<file path="config.mk">
export PLATFORM = sky130hd
export DESIGN_NAME = pbl_request_sequencer
export DESIGN_NICKNAME = d
export VERILOG_FILES = /design/src/rtl/pbl_request_sequencer.sv
export SDC_FILE = /design/constraint.sdc
export NUM_CORES = 1
export LEC_CHECK = 0
export BUFFER_PORTS_ARGS = -buffer_cell sky130_fd_sc_hd__clkbuf_2
export CELL_PAD_IN_SITES_DETAIL_PLACEMENT = 1
export CELL_PAD_IN_SITES_GLOBAL_PLACEMENT = 2
export CORE_AREA = 2 2 80 140
export DETAILED_ROUTE_END_ITERATION = 16
export DIE_AREA = 0 0 82 142
export PLACE_DENSITY_LB_ADDON = 0.1
export REMOVE_ABC_BUFFERS = 1
export SLEW_MARGIN = 5
export SYNTH_ARGS = -nofsm -noshare
export SYNTH_HDL_FRONTEND = slang
export SYNTH_SLANG_ARGS = --single-unit
</file>
<file path="constraint.sdc">
create_clock -name clk -period 2.66 [get_ports clk]
set_input_delay 0.532 -clock clk [delete_from_list [all_inputs] [get_ports clk]]
set_output_delay 0.532 -clock clk [all_outputs]
set_load 0.005 [all_outputs]
</file>
<file path="src/rtl/pbl_request_sequencer.sv">
// Purpose : debounces two users' push-buttons, captures each user's switch code on a
//           press and presents pending requests to the access checker in rounds.
// Latency : stable raw key change -> PEND set in DEBOUNCE_CYCLES+3 cycles; a round
//           is HOLD_CYCLES VALID cycles followed by one idle RELEASE cycle.
// Backpressure: none; a press for a user whose request is still pending is
//           discarded and reported on DROP.
//
// Ports:
//   clk, rst       clock and synchronous active-high reset
//   SW0, SW1       raw switches per user: [3:1] authentication code, [0] function bit
//   KEY0, KEY1     raw active-low push-buttons per user (2'b11 = nothing pressed)
//   HH0, HH1       registered request code presented to the access checker
//   B0, B1         registered button pattern presented (idle 2'b11)
//   VALID          high while a request round is presented
//   PEND           pending flags, [0] user 0, [1] user 1
//   DROP           one-cycle pulse when a press is discarded for an already pending user
//
// Build option: define PBL_PAIR_WINDOW_EN to build the WAIT_PAIR state, which holds a
// lone pending request for up to PAIR_WINDOW cycles so both users can be presented
// together. Without it PAIR_WINDOW has no effect and any pending request is presented
// immediately.

module pbl_request_sequencer #(
    parameter int unsigned DEBOUNCE_CYCLES = 16,
    parameter int unsigned HOLD_CYCLES     = 8,
    parameter int unsigned PAIR_WINDOW     = 32
) (
    input  logic       clk,
    input  logic       rst,
    input  logic [3:0] SW0,
    input  logic [3:0] SW1,
    input  logic [1:0] KEY0,
    input  logic [1:0] KEY1,
    output logic [3:0] HH0,
    output logic [3:0] HH1,
    output logic [1:0] B0,
    output logic [1:0] B1,
    output logic       VALID,
    output logic [1:0] PEND,
    output logic [1:0] DROP
);

    typedef enum logic [1:0] {
        ST_IDLE      = 2'd0,
        ST_WAIT_PAIR = 2'd1,
        ST_PRESENT   = 2'd2,
        ST_RELEASE   = 2'd3
    } state_t;

    localparam logic [15:0] DB_LAST   = 16'(DEBOUNCE_CYCLES - 1);
    localparam logic [7:0]  HOLD_LAST = 8'(HOLD_CYCLES - 1);

    // ------------------------------------------------------------------
    // State
    // ------------------------------------------------------------------
    logic [1:0][3:0]  sw_s1_q,    sw_s1_d;
    logic [1:0][3:0]  sw_s2_q,    sw_s2_d;
    logic [1:0][1:0]  key_s1_q,   key_s1_d;
    logic [1:0][1:0]  key_s2_q,   key_s2_d;
    logic [1:0][1:0]  key_last_q, key_last_d;
    logic [1:0][1:0]  deb_q,      deb_d;
    logic [1:0][15:0] db_cnt_q,   db_cnt_d;
    logic [1:0]       press_q,    press_d;

    logic [1:0][3:0]  req_sw_q,   req_sw_d;
    logic [1:0][1:0]  req_key_q,  req_key_d;
    logic [1:0]       pend_q,     pend_d;
    logic [1:0]       drop_q,     drop_d;

    state_t           state_q,    state_d;
    logic [1:0]       pres_q,     pres_d;
    logic [7:0]       hold_cnt_q, hold_cnt_d;
    logic [1:0][3:0]  hh_q,       hh_d;
    logic [1:0][1:0]  b_q,        b_d;
    logic             valid_q,    valid_d;

`ifdef PBL_PAIR_WINDOW_EN
    localparam logic [15:0] PW_LAST = 16'(PAIR_WINDOW - 1);
    logic [15:0]      pair_cnt_q, pair_cnt_d;
`endif

    logic [1:0]       pend_clr;
    logic             launch;

    // ------------------------------------------------------------------
    // Synchronizers and debouncers
    // ------------------------------------------------------------------
    always_comb begin
        sw_s1_d    = {SW1, SW0};
        sw_s2_d    = sw_s1_q;
        key_s1_d   = {KEY1, KEY0};
        key_s2_d   = key_s1_q;
        key_last_d = key_s2_q;
        deb_d      = deb_q;
        db_cnt_d   = db_cnt_q;
        press_d    = 2'b00;
        for (int u = 0; u < 2; u++) begin
            if (key_s2_q[u] == deb_q[u]) begin
                db_cnt_d[u] = 16'd0;
            end else if (key_s2_q[u] != key_last_q[u]) begin
                // A new differing value (or a bounce between two pressed patterns)
                // starts the stability count again; this cycle is the first one.
                db_cnt_d[u] = 16'd1;
            end else if (db_cnt_q[u] == DB_LAST) begin
                deb_d[u]    = key_s2_q[u];
                db_cnt_d[u] = 16'd0;
                // Only leaving the released pattern is a press; releases and
                // pattern changes while held are not events.
                press_d[u]  = (deb_q[u] == 2'b11);
            end else begin
                db_cnt_d[u] = db_cnt_q[u] + 16'd1;
            end
        end
    end

    // ------------------------------------------------------------------
    // Request capture, pending flags and drop reporting
    // ------------------------------------------------------------------
    always_comb begin
        req_sw_d  = req_sw_q;
        req_key_d = req_key_q;
        pend_d    = pend_q & ~pend_clr;
        drop_d    = 2'b00;
        for (int u = 0; u < 2; u++) begin
            if (press_q[u]) begin
                // A press landing in the same cycle its flag is being cleared
                // still counts as a fresh request.
                if (!pend_q[u] || pend_clr[u]) begin
                    req_sw_d[u]  = sw_s2_q[u];
                    req_key_d[u] = deb_q[u];
                    pend_d[u]    = 1'b1;
                end else begin
                    drop_d[u] = 1'b1;
                end
            end
        end
    end

    // ------------------------------------------------------------------
    // Presentation FSM (outputs are loaded on entry to PRESENT and held)
    // ------------------------------------------------------------------
    always_comb begin
        state_d    = state_q;
        pres_d     = pres_q;
        hold_cnt_d = hold_cnt_q;
        hh_d       = hh_q;
        b_d        = b_q;
        valid_d    = valid_q;
        pend_clr   = 2'b00;
        launch     = 1'b0;
`ifdef PBL_PAIR_WINDOW_EN
        pair_cnt_d = pair_cnt_q;
`endif

        case (state_q)
            ST_IDLE: begin
                if (pend_q != 2'b00) begin
`ifdef PBL_PAIR_WINDOW_EN
                    if (pend_q == 2'b11) begin
                        launch = 1'b1;
                    end else begin
                        state_d    = ST_WAIT_PAIR;
                        pair_cnt_d = 16'd0;
                    end
`else
                    launch = 1'b1;
`endif
                end
            end
`ifdef PBL_PAIR_WINDOW_EN
            ST_WAIT_PAIR: begin
                if (pend_q == 2'b11 || pair_cnt_q == PW_LAST) begin
                    launch = 1'b1;
                end else begin
                    pair_cnt_d = pair_cnt_q + 16'd1;
                end
            end
`endif
            ST_PRESENT: begin
                if (hold_cnt_q == HOLD_LAST) begin
                    state_d = ST_RELEASE;
                    valid_d = 1'b0;
                    hh_d    = '0;
                    b_d     = {2'b11, 2'b11};
                end else begin
                    hold_cnt_d = hold_cnt_q + 8'd1;
                end
            end
            ST_RELEASE: begin
                pend_clr = pres_q;
                pres_d   = 2'b00;
                state_d  = ST_IDLE;
            end
            default: begin
                state_d = ST_IDLE;
            end
        endcase

        // The set of users presented is frozen here; later presses wait for
        // the next round.
        if (launch) begin
            state_d    = ST_PRESENT;
            pres_d     = pend_q;
            hold_cnt_d = 8'd0;
            valid_d    = 1'b1;
            for (int u = 0; u < 2; u++) begin
                hh_d[u] = pend_q[u] ? req_sw_q[u]  : 4'b0000;
                b_d[u]  = pend_q[u] ? req_key_q[u] : 2'b11;
            end
        end
    end

    // ------------------------------------------------------------------
    // Registers
    // ------------------------------------------------------------------
    always_ff @(posedge clk) begin
        if (rst) begin
            sw_s1_q    <= '0;
            sw_s2_q    <= '0;
            key_s1_q   <= '1;
            key_s2_q   <= '1;
            key_last_q <= '1;
            deb_q      <= '1;
            db_cnt_q   <= '0;
            press_q    <= 2'b00;
            req_sw_q   <= '0;
            req_key_q  <= '1;
            pend_q     <= 2'b00;
            drop_q     <= 2'b00;
            state_q    <= ST_IDLE;
            pres_q     <= 2'b00;
            hold_cnt_q <= 8'd0;
            hh_q       <= '0;
            b_q        <= '1;
            valid_q    <= 1'b0;
        end else begin
            sw_s1_q    <= sw_s1_d;
            sw_s2_q    <= sw_s2_d;
            key_s1_q   <= key_s1_d;
            key_s2_q   <= key_s2_d;
            key_last_q <= key_last_d;
            deb_q      <= deb_d;
            db_cnt_q   <= db_cnt_d;
            press_q    <= press_d;
            req_sw_q   <= req_sw_d;
            req_key_q  <= req_key_d;
            pend_q     <= pend_d;
            drop_q     <= drop_d;
            state_q    <= state_d;
            pres_q     <= pres_d;
            hold_cnt_q <= hold_cnt_d;
            hh_q       <= hh_d;
            b_q        <= b_d;
            valid_q    <= valid_d;
        end
    end

`ifdef PBL_PAIR_WINDOW_EN
    always_ff @(posedge clk) begin
        if (rst) begin
            pair_cnt_q <= 16'd0;
        end else begin
            pair_cnt_q <= pair_cnt_d;
        end
    end
`else
    // Pairing is not built; PAIR_WINDOW has no effect in this configuration.
    if (PAIR_WINDOW == 0) begin : g_pair_window_unused
    end
`endif

    assign HH0   = hh_q[0];
    assign HH1   = hh_q[1];
    assign B0    = b_q[0];
    assign B1    = b_q[1];
    assign VALID = valid_q;
    assign PEND  = pend_q;
    assign DROP  = drop_q;

endmodule

</file>
==> results by stage <==
Synthesis:
- The number of warnings issued by yosys is 0.
- The dominant synthesized flop cell is dfxtp_1.
- In this run, synthesis produced a sequential element count of 107.
- Counting distinct cell types in the post-synthesis netlist gives 45.
- The summed instance area of the synthesized netlist is 0.00412 sq mm.
- Counting every instance in the synthesized netlist gives 436.
- The mean cell area of the mapped netlist is 9.44 sq um.
- Summing the sequential cell areas from Yosys gives 52.1% of the chip area.
- In the synthesized netlist the async set-or-reset flop fraction comes to 0%.
- Yosys mapped a number of flops with a built-in enable equal to 0.

Power:
- The worst voltage drop across the vdd grid is 336 uV.
- The power per unit of standard cell area is 624 mW/mm^2.
- Summed over all cells, the static leakage comes to 0.00161 uW.

Final layout:
- The synthesis-to-layout area growth is 13.3%.
- The number of antenna cells inserted is 0.
- The final net count is 483.
- The count of cells in the finished layout, fillers not included, comes to 600.
- The fraction of layout instances using a drive strength above 1 is 13.6%.

STA:
- At the pin with the least slew margin, the transition time is 0.951 ns.
- The worst path needs 1.94 ns of the cycle, external delays included.
- The max-slew violation count is 0.
- Derived from the worst setup path, the maximum achievable clock frequency is 515 MHz.
- Summed over all failing endpoints, the final setup total negative slack is 0 ns.
- Between clock sinks in the finished design, the worst skew comes to 0.00677 ns.
- The worst pin sits at a relative slew slack of 36.4%.
- The hold violation count in the final report came to 0.
- Setup repair after global routing left no endpoint under its margin.
- The setup violation total in the final timing report is 0.
- Of the available clock period, the critical path in the final layout requires 73.0%.

GRT:
- The remaining global-route overflow is 0.
- The number of antenna violations at the first check in global routing is 0.
- The via count of the first global-routing pass was 3,145.
- The first global-routing pass estimated 14,400 microns of wire.
- The total global routing track utilization is 15.9%.
- Entering global routing, the biggest net connects 30 pins.

Worst setup path:
- The arrival time of the worst setup path is 2.18 ns.
- The worst register-to-register path begins at hold_cnt_q[0]$_SDFFE_PP0P_.
- Traced cell by cell, the critical path runs through ha_1 -> nor4b_1 -> a2bb2oi_1 -> o21bai_1 -> a21o_1.
- STA puts the critical path data required time at 2.90 ns.
- The launching instance or port of the critical path is hold_cnt_q[0]$_SDFFE_PP0P_.
- The destination of the worst register-to-register timing path is B1[0]$_SDFFE_PP1P_.
- The path length in cells of the critical path is 5.
- The slowest stage of the critical path is the a2bb2oi_1 cell.
- The family of cells with the greatest summed delay on the critical path is compound AO/OA/AOI/OAI gates.
- The largest single stage delay on the critical path is 0.77 ns.
- The most critical setup path has its endpoint at B1[0]$_SDFFE_PP1P_.
- The critical path launch point type is a register.
- The worst setup path is captured at a register.
- The depth of the most critical reg-to-reg path is 5.
- Together, buffers and inverters on the worst path number 0.
- The maximum fanout count along the critical path is 12.
- Across all register-to-register paths, the minimum setup slack is 0.72 ns.
- The critical path class is reg -> reg.

Routing:
- The first TritonRoute pass finished after 4 iterations.
- The detailed-route wire length is 8500 microns.
- The via-per-instance ratio is 5.12.
- After detailed routing, the average wire length per cell comes to 14.2 microns.
- The number of DRC violations after detailed-routing iteration 0 is 107.
- The post-route antenna net violation count is 0.
- For this block, the via count after detailed routing is 3,074.
- The remaining design rule violation count is 0.

Clock network:
- The root buffer selected by CTS is clkbuf_16.
- The clock latency reported for the late side of the worst-skew pair is 0.34 ns.
- The post-CTS resize count is 0.
- The total of hold buffers inserted after clock tree synthesis is 0.
- The tree built by TritonCTS fans out to 107 sinks.
- The longest clock path from root to sink contains 2 buffers.
- The total clock buffers created by CTS is 9.
- In this run the post-CTS setup repair buffer count came out at 0.
- The clock edge transition at the registers on the reported setup and hold paths is 0.07 ns.
- The CTS tree is yes.
- The clock tree synthesis step divided the H-tree into 3 levels.

Floorplanning:
- The region available for standard cell placement spans 0.0105 sq mm.
- The floorplan step defined a die boundary enclosing 0.0116 sq mm.
- The placement row count is 50.
- Once the floorplan was initialized, standard cells occupied 39.2% of the core.
- 31 I/O pins were placed.
- The x dimension of the die is 82 microns.
- The overall die height is 142 microns.

Placed design:
- After legalization and detailed placement, the total HPWL measured 6240 microns.
- The number of port buffers is 30.
- The congestion estimate from routability-driven global placement came to 0.772.
- After detailed placement, the design holds a cell count of 585.

Worst hold path:
- The class of the tightest hold or removal check is in -> reg.

Job:
- The tool flagged a number of max-cap violations equal to 0.

Status:
- The flow ran to the end, and the final reports show no timing, DRC or antenna violations.
[cells by family (layout without fill, tap and decap cells)]
logic type               Yosys count  after routing  synth area share [%]
flip-flops                       107            107                  52.1
buffers and inverters             26             60                  2.49
adder cells (fa/ha/maj)            3              3                 0.912
XOR/XNOR                          39             39                  8.30
AO/OA/AOI/OAI                     52             52                  7.78
multiplexers                      13             13                  3.16
AND/OR/NAND/NOR                  196            196                  25.3
[registers in the layout, summed over array words and instances, names as in the netlist, 4 cells and up]
register,count
HH1,4
deb_q,4
HH0,4
req_sw_q,8
hold_cnt_q,8
key_s1_q,4
key_last_q,4
req_key_q,4
key_last_d,4
db_cnt_q,32
sw_s2_q,8
sw_s1_q,8
[cell usage after synthesis (all sizes together) (5+ instances only)]
cell    count  area [sq um]
nor2b      20           125
inv        11          41.3
xnor2      29           254
a21o        5          37.5
nor3        9          45.0
or2        11          68.8
nor2       66           248
nand2b      5          31.3
nor4       11          83.8
o21ai      14          70.1
dfxtp     107          2140
a21oi      18          90.1
nand2      21          78.8
mux2i      13           130
xor2       10          87.6
clkbuf     13          48.8
nand4       7          43.8
or3         7          43.8
and3        5          32.5
nand3      15          75.1
[metrics by stage]
| step | worst slack, ns | total power (uW) | hold slack, ns | util [%] | area (sq um) |
|---|---|---|---|---|---|
| 6_report | 0.718 | 2910 | 0.367 | 44.4 | 4660 |
| 5_1_grt | 0.527 | 3040 | 0.362 | 44.4 | 4660 |
| 4_1_cts | 0.655 | 2970 | 0.353 | 44.4 | 4660 |
| 3_5_place_dp | 0.699 | 1740 | 0.398 | 41.8 | 4400 |
| 3_3_place_gp | 0.758 | 1740 | 0.395 | 41.8 | 4400 |
| 2_1_floorplan | 0.986 | 1700 | 0.389 | - | 4050 |
[how the worst min path moves through the flow]
stage                                start                       end  cells past startpoint
floorplan           key_s1_q[0]$_SDFF_PP1_  key_last_d[0]$_SDFF_PP1_                      1
global placement    key_s1_q[3]$_SDFF_PP1_  key_last_d[3]$_SDFF_PP1_                      1
detailed placement  key_s1_q[2]$_SDFF_PP1_  key_last_d[2]$_SDFF_PP1_                      1
CTS                                KEY1[1]    key_s1_q[3]$_SDFF_PP1_                      2
global route                       KEY0[1]    key_s1_q[1]$_SDFF_PP1_                      2
finish                             KEY1[1]    key_s1_q[3]$_SDFF_PP1_                      2
[power by group]
part	leakage [uW]	internal (uW)	switching (uW)
sequential	0.000868	1620	9.32
combinational	0.000611	29.9	39.5
clock	0.000128	631	577
[cells in the final DEF (no fill, tap or decap), drive strengths merged, types with 5 or more instances in the layout]
cell type,synthesis,routed
a21o,5,5
nor2b,20,20
nand4,7,7
nand3,15,15
or2,11,11
clkbuf,13,39
xor2,10,10
inv,11,12
nand2b,5,5
and3,5,5
nor3,9,9
xnor2,29,29
nor4,11,11
nand2,21,21
o21ai,14,14
nor2,66,66
or3,7,7
a21oi,18,18
dfxtp,107,107
mux2i,13,13
[routing by layer]
layer  vias to the layer above  track usage, %  wire [microns]
li1                       1542               -               -
met1                      1492            17.0            3420
met2                        30            29.2            4720
met3                        10            3.49             229
met4                         0            6.05             135
met5                         -               0               0
[layout make-up]
| type | instances | area, sq um |
|---|---|---|
| fillers | 1240 | 5850 |
| flip-flops and latches | 107 | 2140 |
| multi-input cells | 303 | 1870 |
| clock buffers | 9 | 225 |
| repair buffers | 34 | 180 |
| well taps | 130 | 163 |
| clock inverters | 6 | 42.5 |
| inverters | 11 | 41.3 |
Power figures use the tool's default switching activity.
